$ cat config.mk
export PLATFORM = sky130hd
export DESIGN_NAME = bit_route_ctrl_flat
export DESIGN_NICKNAME = d
export VERILOG_FILES = /design/src/rtl/bit_route_pkg.sv /design/src/rtl/bit_route_if.sv /design/src/rtl/bit_route_table.sv /design/src/rtl/bit_route_ctrl.sv /design/src/flat_wrapper.sv
export SDC_FILE = /design/constraint.sdc
export NUM_CORES = 1
export LEC_CHECK = 0
export BUFFER_PORTS_ARGS = -buffer_cell sky130_fd_sc_hd__buf_2
export CAP_MARGIN = 0
export CORE_ASPECT_RATIO = 0.9
export CORE_UTILIZATION = 45
export CTS_CLUSTER_SIZE = 12
export DETAILED_ROUTE_END_ITERATION = 7
export MAX_ROUTING_LAYER = met4
export PLACE_DENSITY = 0.66
export SLEW_MARGIN = 20
export SYNTH_ARGS = -nofsm -noshare
export SYNTH_HDL_FRONTEND = slang
export SYNTH_SLANG_ARGS = --single-unit
$ cat constraint.sdc
create_clock -name clk -period 2 [get_ports clk]
set_clock_uncertainty 0.1 [all_clocks]
set_input_delay 0.4 -clock clk [delete_from_list [all_inputs] [get_ports clk]]
set_output_delay 0.4 -clock clk [all_outputs]
set_load 0.005 [all_outputs]
$ cat src/rtl/bit_route_pkg.sv
// Shared types for the bit-level router: FSM states, map entry layout, index width helper.
package bit_route_pkg;

  // Widest source select a map entry can hold (up to 16 source bits).
  localparam int unsigned MAP_SEL_W = 4;

  typedef enum logic [2:0] {
    IDLE,
    COPY,
    SETTLE,
    ACK,
    WAIT_DROP
  } state_e;

  typedef struct packed {
    logic                 en;
    logic [MAP_SEL_W-1:0] sel;
  } map_entry_t;

  // Index width for an n-entry vector, never below 1.
  function automatic int unsigned idx_w(input int unsigned n);
    return (n > 1) ? $clog2(n) : 1;
  endfunction

endpackage

$ cat src/rtl/bit_route_if.sv
// Host config, commit handshake and data buses of the bit router.
interface bit_route_if #(
  parameter int unsigned SRC_WIDTH  = 4,
  parameter int unsigned SINK_WIDTH = 4
);
  localparam int unsigned SRC_IDX_W  = bit_route_pkg::idx_w(SRC_WIDTH);
  localparam int unsigned SINK_IDX_W = bit_route_pkg::idx_w(SINK_WIDTH);

  logic                  cfg_valid;
  logic                  cfg_ready;
  logic [SINK_IDX_W-1:0] cfg_sink_idx;
  logic [SRC_IDX_W-1:0]  cfg_src_idx;
  logic                  cfg_en;
  logic                  cfg_err;
  logic                  commit_req;
  logic                  commit_ack;
  logic                  busy;
  logic [SRC_WIDTH-1:0]  source_bus;
  logic [SINK_WIDTH-1:0] sink_bus;
  logic [SINK_WIDTH-1:0] active_en;

  modport master (
    output cfg_valid, cfg_sink_idx, cfg_src_idx, cfg_en, commit_req, source_bus,
    input  cfg_ready, cfg_err, commit_ack, busy, sink_bus, active_en
  );

  modport slave (
    input  cfg_valid, cfg_sink_idx, cfg_src_idx, cfg_en, commit_req, source_bus,
    output cfg_ready, cfg_err, commit_ack, busy, sink_bus, active_en
  );
endinterface

$ cat src/rtl/bit_route_table.sv
// Shadow/active routing maps and the registered sink mux.
module bit_route_table
  import bit_route_pkg::*;
#(
  parameter int unsigned SRC_WIDTH  = 4,
  parameter int unsigned SINK_WIDTH = 4,
  parameter int unsigned SRC_IDX_W  = 2,
  parameter int unsigned SINK_IDX_W = 2
) (
  input  logic                  clk,
  input  logic                  rst_n,
  input  logic                  wr_en,
  input  logic [SINK_IDX_W-1:0] wr_idx,
  input  logic [SRC_IDX_W-1:0]  wr_sel,
  input  logic                  wr_conn,
  input  logic                  copy,
  input  logic [SRC_WIDTH-1:0]  source_bus,
  output logic [SINK_WIDTH-1:0] sink_bus,
  output logic [SINK_WIDTH-1:0] active_en
);

  map_entry_t            shadow_q [SINK_WIDTH];
  map_entry_t            shadow_d [SINK_WIDTH];
  map_entry_t            active_q [SINK_WIDTH];
  map_entry_t            active_d [SINK_WIDTH];
  logic [SINK_WIDTH-1:0] sink_q;
  logic [SINK_WIDTH-1:0] sink_d;

  // Shadow write decode, whole-map copy, and routing of each sink bit from the active map.
  always_comb begin
    shadow_d = shadow_q;
    active_d = active_q;
    sink_d   = '0;
    for (int unsigned i = 0; i < SINK_WIDTH; i++) begin
      if (wr_en && (32'(wr_idx) == i)) begin
        shadow_d[i].en  = wr_conn;
        shadow_d[i].sel = MAP_SEL_W'(wr_sel);
      end
    end
    if (copy) begin
      active_d = shadow_q;
    end
    for (int unsigned i = 0; i < SINK_WIDTH; i++) begin
      for (int unsigned j = 0; j < SRC_WIDTH; j++) begin
        if (active_q[i].en && (active_q[i].sel == MAP_SEL_W'(j))) begin
          sink_d[i] = source_bus[j];
        end
      end
    end
  end

  // Map and sink registers; reset leaves every sink bit disconnected.
  always_ff @(posedge clk or negedge rst_n) begin
    if (!rst_n) begin
      shadow_q <= '{default: '0};
      active_q <= '{default: '0};
      sink_q   <= '0;
    end else begin
      shadow_q <= shadow_d;
      active_q <= active_d;
      sink_q   <= sink_d;
    end
  end

  // Connect flags of the active map, straight from its registers.
  always_comb begin
    for (int unsigned i = 0; i < SINK_WIDTH; i++) begin
      active_en[i] = active_q[i].en;
    end
  end

  assign sink_bus = sink_q;

endmodule

$ cat src/rtl/bit_route_ctrl.sv
// Bit router top: commit FSM, config handshake, index range check.
module bit_route_ctrl
  import bit_route_pkg::*;
#(
  parameter int unsigned SRC_WIDTH  = 4,
  parameter int unsigned SINK_WIDTH = 4
) (
  input  logic        clk,
  input  logic        rst_n,
  bit_route_if.slave  bus
);

  localparam int unsigned SRC_IDX_W  = idx_w(SRC_WIDTH);
  localparam int unsigned SINK_IDX_W = idx_w(SINK_WIDTH);

  state_e state_q, state_d;
  logic   cfg_ready_q, cfg_ready_d;
  logic   cfg_err_q, cfg_err_d;
  logic   commit_ack_q, commit_ack_d;
  logic   busy_q, busy_d;
  logic   cfg_fire_c, idx_oor_c, wr_ok_c, copy_c;

  // Next state, write acceptance and next values of the registered status outputs.
  always_comb begin
    state_d = state_q;
    unique case (state_q)
      IDLE:      if (bus.commit_req) state_d = COPY;
      COPY:      state_d = SETTLE;
      SETTLE:    state_d = ACK;
      ACK:       state_d = bus.commit_req ? WAIT_DROP : IDLE;
      WAIT_DROP: if (!bus.commit_req) state_d = IDLE;
      default:   state_d = IDLE;
    endcase

    // Ready is the registered view of IDLE, so acceptance matches what the host sees.
    cfg_fire_c = bus.cfg_valid & cfg_ready_q;
    idx_oor_c  = (32'(bus.cfg_sink_idx) >= SINK_WIDTH) || (32'(bus.cfg_src_idx) >= SRC_WIDTH);
    wr_ok_c    = cfg_fire_c & ~idx_oor_c;
    copy_c     = (state_q == COPY);

    cfg_ready_d  = (state_d == IDLE);
    busy_d       = (state_d != IDLE);
    commit_ack_d = (state_d == ACK);
    cfg_err_d    = cfg_fire_c & idx_oor_c;
  end

  // FSM and status output registers.
  always_ff @(posedge clk or negedge rst_n) begin
    if (!rst_n) begin
      state_q      <= IDLE;
      cfg_ready_q  <= 1'b0;
      cfg_err_q    <= 1'b0;
      commit_ack_q <= 1'b0;
      busy_q       <= 1'b0;
    end else begin
      state_q      <= state_d;
      cfg_ready_q  <= cfg_ready_d;
      cfg_err_q    <= cfg_err_d;
      commit_ack_q <= commit_ack_d;
      busy_q       <= busy_d;
    end
  end

  assign bus.cfg_ready  = cfg_ready_q;
  assign bus.cfg_err    = cfg_err_q;
  assign bus.commit_ack = commit_ack_q;
  assign bus.busy       = busy_q;

  bit_route_table #(
    .SRC_WIDTH  (SRC_WIDTH),
    .SINK_WIDTH (SINK_WIDTH),
    .SRC_IDX_W  (SRC_IDX_W),
    .SINK_IDX_W (SINK_IDX_W)
  ) u_table (
    .clk        (clk),
    .rst_n      (rst_n),
    .wr_en      (wr_ok_c),
    .wr_idx     (bus.cfg_sink_idx),
    .wr_sel     (bus.cfg_src_idx),
    .wr_conn    (bus.cfg_en),
    .copy       (copy_c),
    .source_bus (bus.source_bus),
    .sink_bus   (bus.sink_bus),
    .active_en  (bus.active_en)
  );

endmodule

$ cat src/flat_wrapper.sv
// flat-port wrapper written by rule: the top's interface ports become plain ports
module bit_route_ctrl_flat import bit_route_pkg::*;
#(
  parameter int unsigned SRC_WIDTH  = 4,
  parameter int unsigned SINK_WIDTH = 4
)
  (clk, rst_n, bus_cfg_valid, bus_cfg_sink_idx, bus_cfg_src_idx, bus_cfg_en, bus_commit_req, bus_source_bus, bus_cfg_ready, bus_cfg_err, bus_commit_ack, bus_busy, bus_sink_bus, bus_active_en);
  bit_route_if #(.SRC_WIDTH(SRC_WIDTH), .SINK_WIDTH(SINK_WIDTH)) bus_i ();
  input  logic clk;
  input  logic rst_n;
  input wire logic [$bits(bus_i.cfg_valid)-1:0] bus_cfg_valid;
  input wire logic [$bits(bus_i.cfg_sink_idx)-1:0] bus_cfg_sink_idx;
  input wire logic [$bits(bus_i.cfg_src_idx)-1:0] bus_cfg_src_idx;
  input wire logic [$bits(bus_i.cfg_en)-1:0] bus_cfg_en;
  input wire logic [$bits(bus_i.commit_req)-1:0] bus_commit_req;
  input wire logic [$bits(bus_i.source_bus)-1:0] bus_source_bus;
  output wire logic [$bits(bus_i.cfg_ready)-1:0] bus_cfg_ready;
  output wire logic [$bits(bus_i.cfg_err)-1:0] bus_cfg_err;
  output wire logic [$bits(bus_i.commit_ack)-1:0] bus_commit_ack;
  output wire logic [$bits(bus_i.busy)-1:0] bus_busy;
  output wire logic [$bits(bus_i.sink_bus)-1:0] bus_sink_bus;
  output wire logic [$bits(bus_i.active_en)-1:0] bus_active_en;
  assign bus_i.cfg_valid = bus_cfg_valid;
  assign bus_i.cfg_sink_idx = bus_cfg_sink_idx;
  assign bus_i.cfg_src_idx = bus_cfg_src_idx;
  assign bus_i.cfg_en = bus_cfg_en;
  assign bus_i.commit_req = bus_commit_req;
  assign bus_i.source_bus = bus_source_bus;
  assign bus_cfg_ready = bus_i.cfg_ready;
  assign bus_cfg_err = bus_i.cfg_err;
  assign bus_commit_ack = bus_i.commit_ack;
  assign bus_busy = bus_i.busy;
  assign bus_sink_bus = bus_i.sink_bus;
  assign bus_active_en = bus_i.active_en;
  bit_route_ctrl #(.SRC_WIDTH(SRC_WIDTH), .SINK_WIDTH(SINK_WIDTH)) u_core (.clk(clk), .rst_n(rst_n), .bus(bus_i));
endmodule
==> impl_metrics.json <==
{
  "ys_seq_area_share_pct": 56.7,
  "synth-compound-area-share_pct": 2.17,
  "syn_nets": 109,
  "fmax_mhz": 652,
  "yosys.area.top_type_share_pct": 56.7,
  "antenna_left": 0,
  "synth_area_leader_cell": "dfrtp_1",
  "synth.area.mux_share_pct": 26.5,
  "vias_per_cell": 4.98,
  "leakagePower_nw": 0.784,
  "crit_path_max_incr_delay_ns": 0.50,
  "syn_area_um2": 1500,
  "drt-initial-drc-count": 28,
  "clockBufferDepth": 2,
  "grt_overflow": 0,
  "most-common-layout-cells": "dfrtp_1, buf_2, mux2_2",
  "die-area_um2": 3570,
  "wl_mm": 2.25,
  "dp_hpwl_mm": 1.67,
  "fin_util_pct": 54.0,
  "tightest_slew_ns": 0.727,
  "use_met2_pct": 20.3,
  "place_area_um2": 1590,
  "clock-sinks": 34,
  "reg2regPathDepth": 3,
  "outcome": "completed",
  "crit_type": "reg -> reg",
  "netlist_instances": 96,
  "cts_setup_buffers": 0,
  "synth_top_family_by_area": "multiplexers",
  "worstPathRequired_ns": 2.07,
  "grt_pass1_vias": 805,
  "io_buffers": 23,
  "final_layout_size_suffix_gt1_share_pct": 51.3,
  "synth.distinct_cells": 23,
  "final_common_cell": "dfrtp_1",
  "max_slew_margin_pct": 51.5,
  "antenna_found_initial": 0,
  "period_share_pct": 76.6,
  "gr-usage-met1_pct": 19.3,
  "p_per_area_nw_per_um2": 1570,
  "multi_input_area_um2": 559,
  "grt_busiest_layer": "met2",
  "yosysWarnings": 0,
  "diodes": 0,
  "cp-end-kind": "register",
  "endpoint": "u_core.u_table.active_q[16]",
  "r2r-start": "u_core.state_q[1]",
  "setup_viol": 0,
  "postCtsResizedCells": 0,
  "cap_violations": 0,
  "drc": 0,
  "ys_ff_latch": 34,
  "syn_avg_cell_area_um2": 15.6,
  "start_kind": "register",
  "clk_pin_slew_worst_paths_ns": 0.07,
  "dieHeight_um": 56.8,
  "regToRegEndpoint": "u_core.u_table.active_q[16]",
  "finalCriticalPeriod_ns": 1.53,
  "synth-adder-area-share_pct": 0,
  "rsz0062_at_grt": "no",
  "hold_class": "in -> async",
  "grt_max_degree": 35,
  "seq_area_um2": 851,
  "peakVddDrop_v": 0.000674,
  "cts-root-buf": "clkbuf_8",
  "syn_to_final_growth_pct": 11.9,
  "core.rowCount": 19,
  "fin_area_um2": 1680,
  "timing.setup.tns_ns": 0,
  "die-width_um": 62.9,
  "post_drt_wl_per_cell_um": 14.0,
  "crit_chain": "nor3b_4 -> buf_4 -> mux2_2",
  "crit_path_top_delay_cell": "dfrtp_1",
  "insertion_delay_ns": 0.29,
  "cts_made_buffers": 5,
  "synth_xor_area_share_pct": 0.583,
  "fillers": 282,
  "holdBufCountCts": 0,
  "critPathArrivalTime_ns": 1.61,
  "num_vias": 802,
  "grt_use_total_pct": 15.3,
  "htree_levels": 2,
  "start_util_pct": 48.2,
  "synthSimpleGateAreaFrac_pct": 7.75,
  "cts_tree": "yes",
  "hold_viol": 0,
  "reg2reg_setup_slack_ns": 0.47,
  "use_met3_pct": 7.93,
  "io_pins": 25,
  "finalWeightedCongestion": 0.649,
  "startpoint": "u_core.state_q[1]",
  "drv_slew": 0,
  "fin_nets": 131,
  "grt_pass1_wl_mm": 3.78,
  "worstPathMaxFanout": 12,
  "firstDrtPassIters": 4,
  "core_area_um2": 3110,
  "yosys-top-cells-area": "dfrtp_1, mux2_2, mux2_4, mux4_2, buf_4"
}
## cell families after synthesis
family,count (synthesis)
and+or+nand+nor,18
DFF,34
xor gates and xnor gates,1
buffers and inverters,10
other,1
muxes,28
AOI/OAI and AO/OA,4
## registers in the layout, summed over array words and instances (netlist names)
register and flops:
u_core.bus.busy 1, u_core.bus.cfg_ready 1, u_core.bus.commit_ack 1, u_core.state_q 3, u_core.u_table.active_en 4, u_core.u_table.active_q 8
u_core.u_table.shadow_q 12, u_core.u_table.sink_bus 4
## cell usage after synthesis (all sizes together)
| library cell | count |
|---|---|
| a221o | 1 |
| a21o | 1 |
| nor2 | 3 |
| mux4 | 4 |
| a21oi | 1 |
| nand4b | 2 |
| nor3 | 3 |
| and2 | 4 |
| mux2 | 24 |
| inv | 1 |
| nand4 | 1 |
| nand3b | 1 |
| nand2 | 2 |
| a221oi | 1 |
| dfrtp | 34 |
| xnor2 | 1 |
| conb | 1 |
| buf | 9 |
| nor3b | 2 |
## cell type report
class	instances	area share, %
clock buffers	7	5.14
clock inverters	1	0.298
inverters	1	0.223
multi-input cells	52	33.3
flip-flops and latches	34	50.6
well taps	42	3.13
repair buffers	24	7.30
## worst max-delay path, delay by kind of cell, from the launching register on
family | cells | cell delay, ns
DFF | 1 | 0.50
muxes | 1 | 0.35
and+or+nand+nor | 1 | 0.21
buffers and inverters | 1 | 0.25
## metrics by stage
stage / hold slack [ns] / total power, mW / setup slack (ns) / cells
floorplan: 0.00441 / 2.03 / 0.561 / 96
global placement: 0.395 / 2.12 / 0.498 / 153
detailed placement: 0.392 / 2.16 / 0.470 / 153
CTS: 0.0991 / 2.68 / 0.463 / 161
global route: 0.124 / 2.82 / 0.365 / 161
finish: 0.0686 / 2.65 / 0.467 / 161
## where the power goes
| group | leakage, nW | internal [mW] | switching (mW) | total, mW |
|---|---|---|---|---|
| combinational | 0.318 | 0.595 | 0.258 | 0.852 |
| sequential | 0.417 | 1.02 | 0.255 | 1.28 |
| clock | 0.0482 | 0.277 | 0.238 | 0.515 |
| total | 0.784 | 1.90 | 0.750 | 2.65 |
## metal layers
metal	part of all wire, %	routed length, um
met1	50	1130
met2	41	912
met3	7.1	160
met4	2.1	47
met5	0	0
## worst min-delay path by stage
stage,from,end,slack [ns],cells past startpoint
after CTS,rst_n,u_core.u_table.sink_bus[0],0.1,1
after floorplan,rst_n,u_core.bus.busy,0.004,0
after global routing,rst_n,u_core.u_table.sink_bus[0],0.12,1
after global placement,rst_n,u_core.u_table.sink_bus[1],0.40,1
final,rst_n,u_core.u_table.active_en[1],0.07,1
after detailed placement,u_core.u_table.shadow_q[0],u_core.u_table.active_q[0],0.39,1
(Power assumes the default switching activity.)
